<file path="src/rtl/bsg_manycore_link_test_responder.sv">
`default_nettype none
// ============================================================================
// Module   : bsg_manycore_link_test_responder
// Purpose  : Far-end responder for manycore link test traffic. It serves
//            load/store requests against a small local word memory. Each
//            request gets exactly one response, in order, through a 2-entry
//            response FIFO. It also keeps traffic counters and a sticky
//            error flag.
// Revision : 1.0 - initial release
// ============================================================================
module bsg_manycore_link_test_responder #(
   parameter int addr_width_p   = 28,
   parameter int data_width_p   = 32,
   parameter int x_cord_width_p = 7,
   parameter int y_cord_width_p = 7,
   parameter int lg_mem_els_p   = 4
) (
   input  logic                      clk_i,
   input  logic                      reset_n_i,
   input  logic                      en_i,
   input  logic                      req_v_i,
   output logic                      req_ready_o,
   input  logic [1:0]                req_op_i,
   input  logic [addr_width_p-1:0]   req_addr_i,
   input  logic [data_width_p-1:0]   req_data_i,
   input  logic [4:0]                req_reg_id_i,
   input  logic [x_cord_width_p-1:0] req_src_x_i,
   input  logic [y_cord_width_p-1:0] req_src_y_i,
   output logic                      resp_v_o,
   input  logic                      resp_yumi_i,
   output logic [1:0]                resp_type_o,
   output logic [data_width_p-1:0]   resp_data_o,
   output logic [4:0]                resp_reg_id_o,
   output logic [x_cord_width_p-1:0] resp_dest_x_o,
   output logic [y_cord_width_p-1:0] resp_dest_y_o,
   output logic [31:0]               received_o,
   output logic [31:0]               sent_o,
   output logic                      error_o
);

   localparam int         MEM_ELS    = 1 << lg_mem_els_p;
   localparam logic [1:0] OP_LOAD    = 2'd0;
   localparam logic [1:0] OP_STORE   = 2'd1;
   localparam logic [1:0] RESP_LOAD  = 2'd0;
   localparam logic [1:0] RESP_STORE = 2'd1;
   localparam logic [1:0] RESP_ERR   = 2'd2;

   typedef struct packed {
      logic [1:0]                typ;
      logic [data_width_p-1:0]   data;
      logic [4:0]                reg_id;
      logic [x_cord_width_p-1:0] dest_x;
      logic [y_cord_width_p-1:0] dest_y;
   } resp_t;

   logic [data_width_p-1:0] mem_q [MEM_ELS];
   logic [data_width_p-1:0] mem_d [MEM_ELS];
   resp_t                   fifo_q [2];
   resp_t                   fifo_d [2];
   logic                    wr_ptr_q, wr_ptr_d;
   logic                    rd_ptr_q, rd_ptr_d;
   logic [1:0]              count_q, count_d;
   logic [31:0]             received_q, received_d;
   logic [31:0]             sent_q, sent_d;
   logic                    error_q, error_d;

   logic                    full, empty, accept, deq, addr_ok;
   logic [lg_mem_els_p-1:0] idx;
   resp_t                   new_resp, head;

   // Handshake: ready depends only on held state and enable; reset also masks it
   always_comb begin
      full        = (count_q == 2'd2);
      empty       = (count_q == 2'd0);
      req_ready_o = en_i & ~full & reset_n_i;
      accept      = req_v_i & req_ready_o;
      deq         = resp_yumi_i & ~empty;
   end

   // Request decode into the response that will be enqueued on accept
   always_comb begin
      addr_ok         = (req_addr_i < addr_width_p'(MEM_ELS));
      idx             = req_addr_i[lg_mem_els_p-1:0];
      new_resp        = '0;
      new_resp.reg_id = req_reg_id_i;
      new_resp.dest_x = req_src_x_i;
      new_resp.dest_y = req_src_y_i;
      if (addr_ok && req_op_i == OP_LOAD) begin
         new_resp.typ  = RESP_LOAD;
         new_resp.data = mem_q[idx];
      end else if (addr_ok && req_op_i == OP_STORE) begin
         new_resp.typ  = RESP_STORE;
      end else begin
         new_resp.typ  = RESP_ERR;
      end
   end

   // Next-state: memory write, FIFO push/pop, counters and sticky error
   always_comb begin
      mem_d      = mem_q;
      fifo_d     = fifo_q;
      wr_ptr_d   = wr_ptr_q;
      rd_ptr_d   = rd_ptr_q;
      received_d = received_q;
      sent_d     = sent_q;
      error_d    = error_q;
      if (accept) begin
         fifo_d[wr_ptr_q] = new_resp;
         wr_ptr_d         = ~wr_ptr_q;
         received_d       = received_q + 32'd1;
         if (new_resp.typ == RESP_STORE) mem_d[idx] = req_data_i;
         if (new_resp.typ == RESP_ERR)   error_d    = 1'b1;
      end
      if (deq) rd_ptr_d = ~rd_ptr_q;
      if (resp_yumi_i) begin
         sent_d = sent_q + 32'd1;
         // consuming a response that is not there is a protocol violation
         if (empty) error_d = 1'b1;
      end
      count_d = count_q + {1'b0, accept} - {1'b0, deq};
   end

   // State registers; reset discards buffered responses and clears memory
   always_ff @(posedge clk_i or negedge reset_n_i) begin
      if (!reset_n_i) begin
         for (int i = 0; i < MEM_ELS; i++) mem_q[i] <= '0;
         fifo_q[0]  <= '0;
         fifo_q[1]  <= '0;
         wr_ptr_q   <= 1'b0;
         rd_ptr_q   <= 1'b0;
         count_q    <= 2'd0;
         received_q <= 32'd0;
         sent_q     <= 32'd0;
         error_q    <= 1'b0;
      end else begin
         mem_q      <= mem_d;
         fifo_q     <= fifo_d;
         wr_ptr_q   <= wr_ptr_d;
         rd_ptr_q   <= rd_ptr_d;
         count_q    <= count_d;
         received_q <= received_d;
         sent_q     <= sent_d;
         error_q    <= error_d;
      end
   end

   // Response fields come straight from the registered FIFO head entry
   always_comb begin
      head          = fifo_q[rd_ptr_q];
      resp_v_o      = ~empty;
      resp_type_o   = head.typ;
      resp_data_o   = head.data;
      resp_reg_id_o = head.reg_id;
      resp_dest_x_o = head.dest_x;
      resp_dest_y_o = head.dest_y;
      received_o    = received_q;
      sent_o        = sent_q;
      error_o       = error_q;
   end

endmodule
`default_nettype wire

</file>
<file path="config.mk">
export PLATFORM = sky130hd
export DESIGN_NAME = bsg_manycore_link_test_responder
export DESIGN_NICKNAME = d
export VERILOG_FILES = /design/src/rtl/bsg_manycore_link_test_responder.sv
export SDC_FILE = /design/constraint.sdc
export NUM_CORES = 1
export LEC_CHECK = 0
export BUFFER_PORTS_ARGS = -buffer_cell sky130_fd_sc_hd__buf_2
export CAP_MARGIN = 20
export CORE_UTILIZATION = 30
export DETAILED_ROUTE_END_ITERATION = 8
export PLACE_DENSITY = 0.52
export SYNTH_ARGS = -nofsm -noshare
export SYNTH_HDL_FRONTEND = slang
export SYNTH_SLANG_ARGS = --single-unit
</file>
<file path="constraint.sdc">
create_clock -name clk_i -period 4.9 [get_ports clk_i]
set_input_delay 0.98 -clock clk_i [delete_from_list [all_inputs] [get_ports clk_i]]
set_output_delay 0.98 -clock clk_i [all_outputs]
set_load 0.02 [all_outputs]
</file>
# --- Word level (Yosys, flattened, before mapping) ---
# Cells that the tools add are included.
totals:
  ff_bits: 687
  input_bits: 86
  wordCells: 83
op_classes:
  n_addsub: 4
  n_lt_le_gt_ge: 6
  eq_ne: 4
  n_mux: 19
  bitwise_logic: 11
  n_reduce_logical: 7
ops:
  columns: ["op", "n"]
  rows:
  - ["512-bit bitwise mux", 1]
  - ["53-bit two-way mux", 4]
  - ["32-bit binary-select mux with 4-bit select", 1]
  - ["32-bit demux with 4-bit select", 1]
  - ["32-bit two-way mux", 4]
  - ["106-bit bitwise mux", 1]
  - ["32-bit by 1-bit adder with 32-bit output, second input constant", 2]
  - ["53-bit demux with 1-bit select", 1]
  - ["28-bit by 5-bit less-than comparator with 1-bit output, second input constant", 1]
  - ["5-bit >= comparator, second input constant", 1]
  - ["5-bit by 1-bit less-than comparator with 1-bit output, second input constant", 1]
  - ["4-bit inverter with 5-bit output", 1]
  - ["1-bit AND", 4]
  - ["2-bit by 1-bit == test with 1-bit output, second input constant", 2]
  - ["2-bit == test, second input constant", 2]
  - ["2-bit >= comparator, second input constant", 2]
  - ["1-bit logical AND", 4]
  - ["2-bit zero test", 2]
  - ["1-bit two-way mux", 4]
  - ["2-bit two-way mux", 2]
  - ["1-bit inverter", 4]
  - ["1-bit inverter with 2-bit output", 2]
  - ["2-bit by 1-bit adder with 2-bit output", 1]
  - ["2-bit by 1-bit less-than comparator with 1-bit output, second input constant", 1]
  - ["other kinds (2)", 2]

# --- Logic depth before layout (Yosys ltp) ---
depth:
  word_depth: 9
  depth_mapped: 9
  mapped_depth_nobuf: 8

# --- Worst setup path after synthesis ---
# OpenSTA, ideal clock, no wires.
synth_path:
  path_type: "input port to flip-flop"
  start: "input reset_n_i"
  end: "register mem_q[289] (netlist name)"
  t_arrival_ns: 3.057
  required_ns: 4.775
  setup_slack_ns: 1.718
  cell_stages: 9
  path_cell_list: "nand2_1 -> nor3b_4 -> inv_2 -> or3_4 -> buf_6 -> or4_4 -> buf_6 -> buf_12 -> mux2_4"
synth_between:
  elab_chain_cells: 3
synth_lines:
  columns: ["item", "line", "source"]
  rows:
  - ["from (decl)", "19", "input logic reset_n_i,"]
  - ["1-bit AND", "75", "req_ready_o = en_i & ~full & reset_n_i;"]
  - ["1-bit AND", "76", "accept = req_v_i & req_ready_o;"]
  - ["2-bit AND reduction (no line)", null, null]
  - ["to (signal assigned)", "136", "mem_q <= mem_d;"]
  - ["to (decl)", "56", "logic [data_width_p-1:0] mem_q [MEM_ELS];"]
# Every way passes these cells.
# A chain may end at the register's enable or synchronous reset.

# --- Final worst setup path ---
layout_path:
  start: "input reset_n_i"
  end: "register mem_q[112] (netlist name)"
# Same word-level chain as after synthesis.

==> flow_summary_export.csv <==
group,metric,value,unit
sta,setup_violations,0,
synth,synth_area,30600,sq um
global_routing,grt_pass1_wl,126000,um
sta,fin_skew,0.0195,ns
drt,detail-route-antenna-nets,0,
sta,tightest_slew,1.12,ns
die,start_util,0.305,
die,dieArea,103000,sq um
worst_setup_path,r2r_start,"count_q[1]",
synth,syn_inst,1989,
synth,syn-num-nets,2079,
drt,drt_pass1_iterations,5,
synth,yosysUniqueCellTypes,43,
power,leakagePower,17.5,nW
worst_setup_path,reg2reg_slack,1.46,ns
synth,seq_area_frac_synth,0.561,
clocking,cts_buffer_depth,3,
finish,layout_commonest_cell,"dfrtp_1",
sta,fin_setup_tns,0,ns
worst_setup_path,worstRegToRegCells,6,
place,gp_congestion,0.774,
clocking,cts_num_sinks,687,
worst_setup_path,worstSetupPathType,"in2reg",
sta,fin_crit,3.52,ns
clocking,ctsRootBufferMaster,"clkbuf_16",
place,hpwlAfterDp,49700,um
global_routing,grt_overflow,0,
worst_setup_path,required,5.39,ns
clocking,hold_buffers,0,
finish,final_layout_size_suffix_gt1_frac,0.508,
drt,vias,18100,
clocking,cts-resized-gates,0,
sta,slew_violations,0,
sta,layout_setup_ws,1.38,ns
clocking,clkTransAtPathRegs,0.06,ns
outcome,status,"finished, final reports clean",
clocking,postCtsSetupRepairBufs,0,
worst_setup_path,crit_path_end_kind,"flop",
synth,syn_avg_cell_area,15.4,sq um
worst_setup_path,r2r-end,"mem_q[112]",
sta,fin_crit_sh,0.718,
drt,avgViaCountPerCell,5.05,
global_routing,grt_pass1_vias,19700,
clocking,cts_buffers,77,
global_routing,grt_usage,0.158,
drt,wirelength,80500,um
die,die_w,322,um
finish,final_cell_mix,"686 x dfrtp_1, 534 x mux2_2, 202 x buf_2",
synth,yosys_warnings,0,
die,row_count,116,
finish,syn2layout_area_growth,16.6,%
drt,drc_errors,0,
die,die_y,322,um
min_path,hp-class,"in2async",
sta,fmax,284,MHz
clocking,clk_latency,0.63,ns
clocking,cts_tree,"built",
place,port_buffers,205,
place,pre_cts_slack,0.723,ns
sta,rsz0062_at_grt,"false",
power,p_total,0.0134,W
worst_setup_path,worstPathMaxFanout,32,
drt,drt_iter0_drc,1094,
global_routing,grt_max_degree,82,
power,ir_drop,234,uV
run,maxCapViolCount,0,
finish,nNetsFinal,2248,
die,core,101000,sq um
global_routing,antenna_found_initial,12,
drt,avgRoutedWirePerCell,22.5,um
worst_setup_path,cp-start-kind,"input port",
power,powerDensity,374,nW/um^2
die,pin_count,206,
clocking,cts.htree.levels,3,
worst_setup_path,arrival,4.01,ns
sta,relSlewSlack,0.256,
sta,hold_viol_final,0,
synth,ys_ff_latch,687,
## state kept, by name (all words and copies together), names as in the netlist
register / count
error_o: 1
sent_o: 32
fifo_q: 106
mem_q: 512
count_q: 2
rd_ptr_q: 1
received_o: 32
wr_ptr_q: 1
## where the power goes
part           internal, W  leakage, nW  switching [W]
clock network      0.00346         1.29        0.00239
logic             0.000558         6.75       0.000781
registers          0.00590         9.48       0.000270
total              0.00992         17.5        0.00344
## cell type report
class,instances,area (sq um)
Timing Repair Buffer,250,1480
Antenna cell,3,7.51
Fill cell,9571,64800
Inverter,6,22.5
Clock buffer,117,2330
Clock inverter,24,263
Tap cell,1357,1700
Sequential cell,687,17200
Multi-Input combinational cell,1136,12700
## per-stage QoR
step	hold WS, ns	std cells	util	cell area (sq um)
final	0.156	3580	0.355	35700
after CTS	0.116	3576	0.355	35700
after global routing	0.126	3579	0.355	35700
after floorplan	0.444	1989	-	30600
after global placement	0.460	3435	0.329	33100
after detailed placement	0.470	3435	0.329	33100
## cell families after synthesis
group                    count (synthesis)  synth area share
XOR/XNOR                                65            0.0186
adder cells (fa/ha/maj)                  4           0.00163
AO/OA/AOI/OAI                          134            0.0350
buffers and inverters                  166            0.0260
multiplexers                           732             0.323
AND/OR/NAND/NOR                        201            0.0344
flip-flops                             687             0.561
## worst max-delay path by stage
| stage | startpoint | end | slack (ns) | depth (start not counted) |
|---|---|---|---|---|
| 5_1_grt | reset_n_i | mem_q[112] | 1.24 | 7 |
| 3_3_place_gp | reset_n_i | mem_q[112] | 0.75 | 7 |
| 4_1_cts | reset_n_i | mem_q[112] | 1.38 | 7 |
| 3_5_place_dp | reset_n_i | mem_q[112] | 0.72 | 7 |
| 2_1_floorplan | reset_n_i | mem_q[289] | 1.72 | 9 |
| 6_report | reset_n_i | mem_q[112] | 1.38 | 7 |
## worst max-delay path: stages
cell and delay [ns]:
buf_8 0.14, nand2_1 0.15, nor3b_4 0.36, inv_2 0.16, or3_4 0.52, or4_2 1.18
mux2_1 0.50
## synthesized netlist by cell type, drive strengths merged
| cell type | n | area (sq um) |
|---|---|---|
| dfrtp | 687 | 17200 |
| mux2 | 604 | 7030 |
| mux4 | 128 | 2880 |
| clkbuf | 93 | 349 |
| nand2 | 79 | 297 |
| buf | 67 | 425 |
| a22o | 64 | 561 |
| a22oi | 64 | 480 |
| xnor2 | 46 | 403 |
| nand3 | 20 | 100 |
| xor2 | 19 | 166 |
| nor3 | 17 | 85.1 |
| nand4 | 14 | 87.6 |
| nor2 | 12 | 45.0 |
| and3 | 11 | 68.8 |
| nor4 | 11 | 68.8 |
| and2 | 7 | 43.8 |
| and4 | 7 | 61.3 |
| or4 | 7 | 60.1 |
| inv | 6 | 22.5 |
| o21ai | 5 | 25.0 |
| ha | 4 | 50.1 |
| nor2b | 3 | 26.3 |
| nor3b | 3 | 33.8 |
| or3 | 3 | 23.8 |
| nand2b | 2 | 12.5 |
| a21oi | 1 | 5.00 |
| nand3b | 1 | 7.51 |
| nor4bb | 1 | 10.0 |
| or2 | 1 | 6.26 |
| or2b | 1 | 7.51 |
| or3b | 1 | 8.76 |
## per-layer routing
layer	track usage	up-vias	wire, um
met5	0	-	108
met4	0.0457	16	1920
met3	0.0323	139	3710
met2	0.252	410	37900
met1	0.217	9798	36900
li1	-	7714	-
No activity file was read; power rests on OpenSTA's default activity.
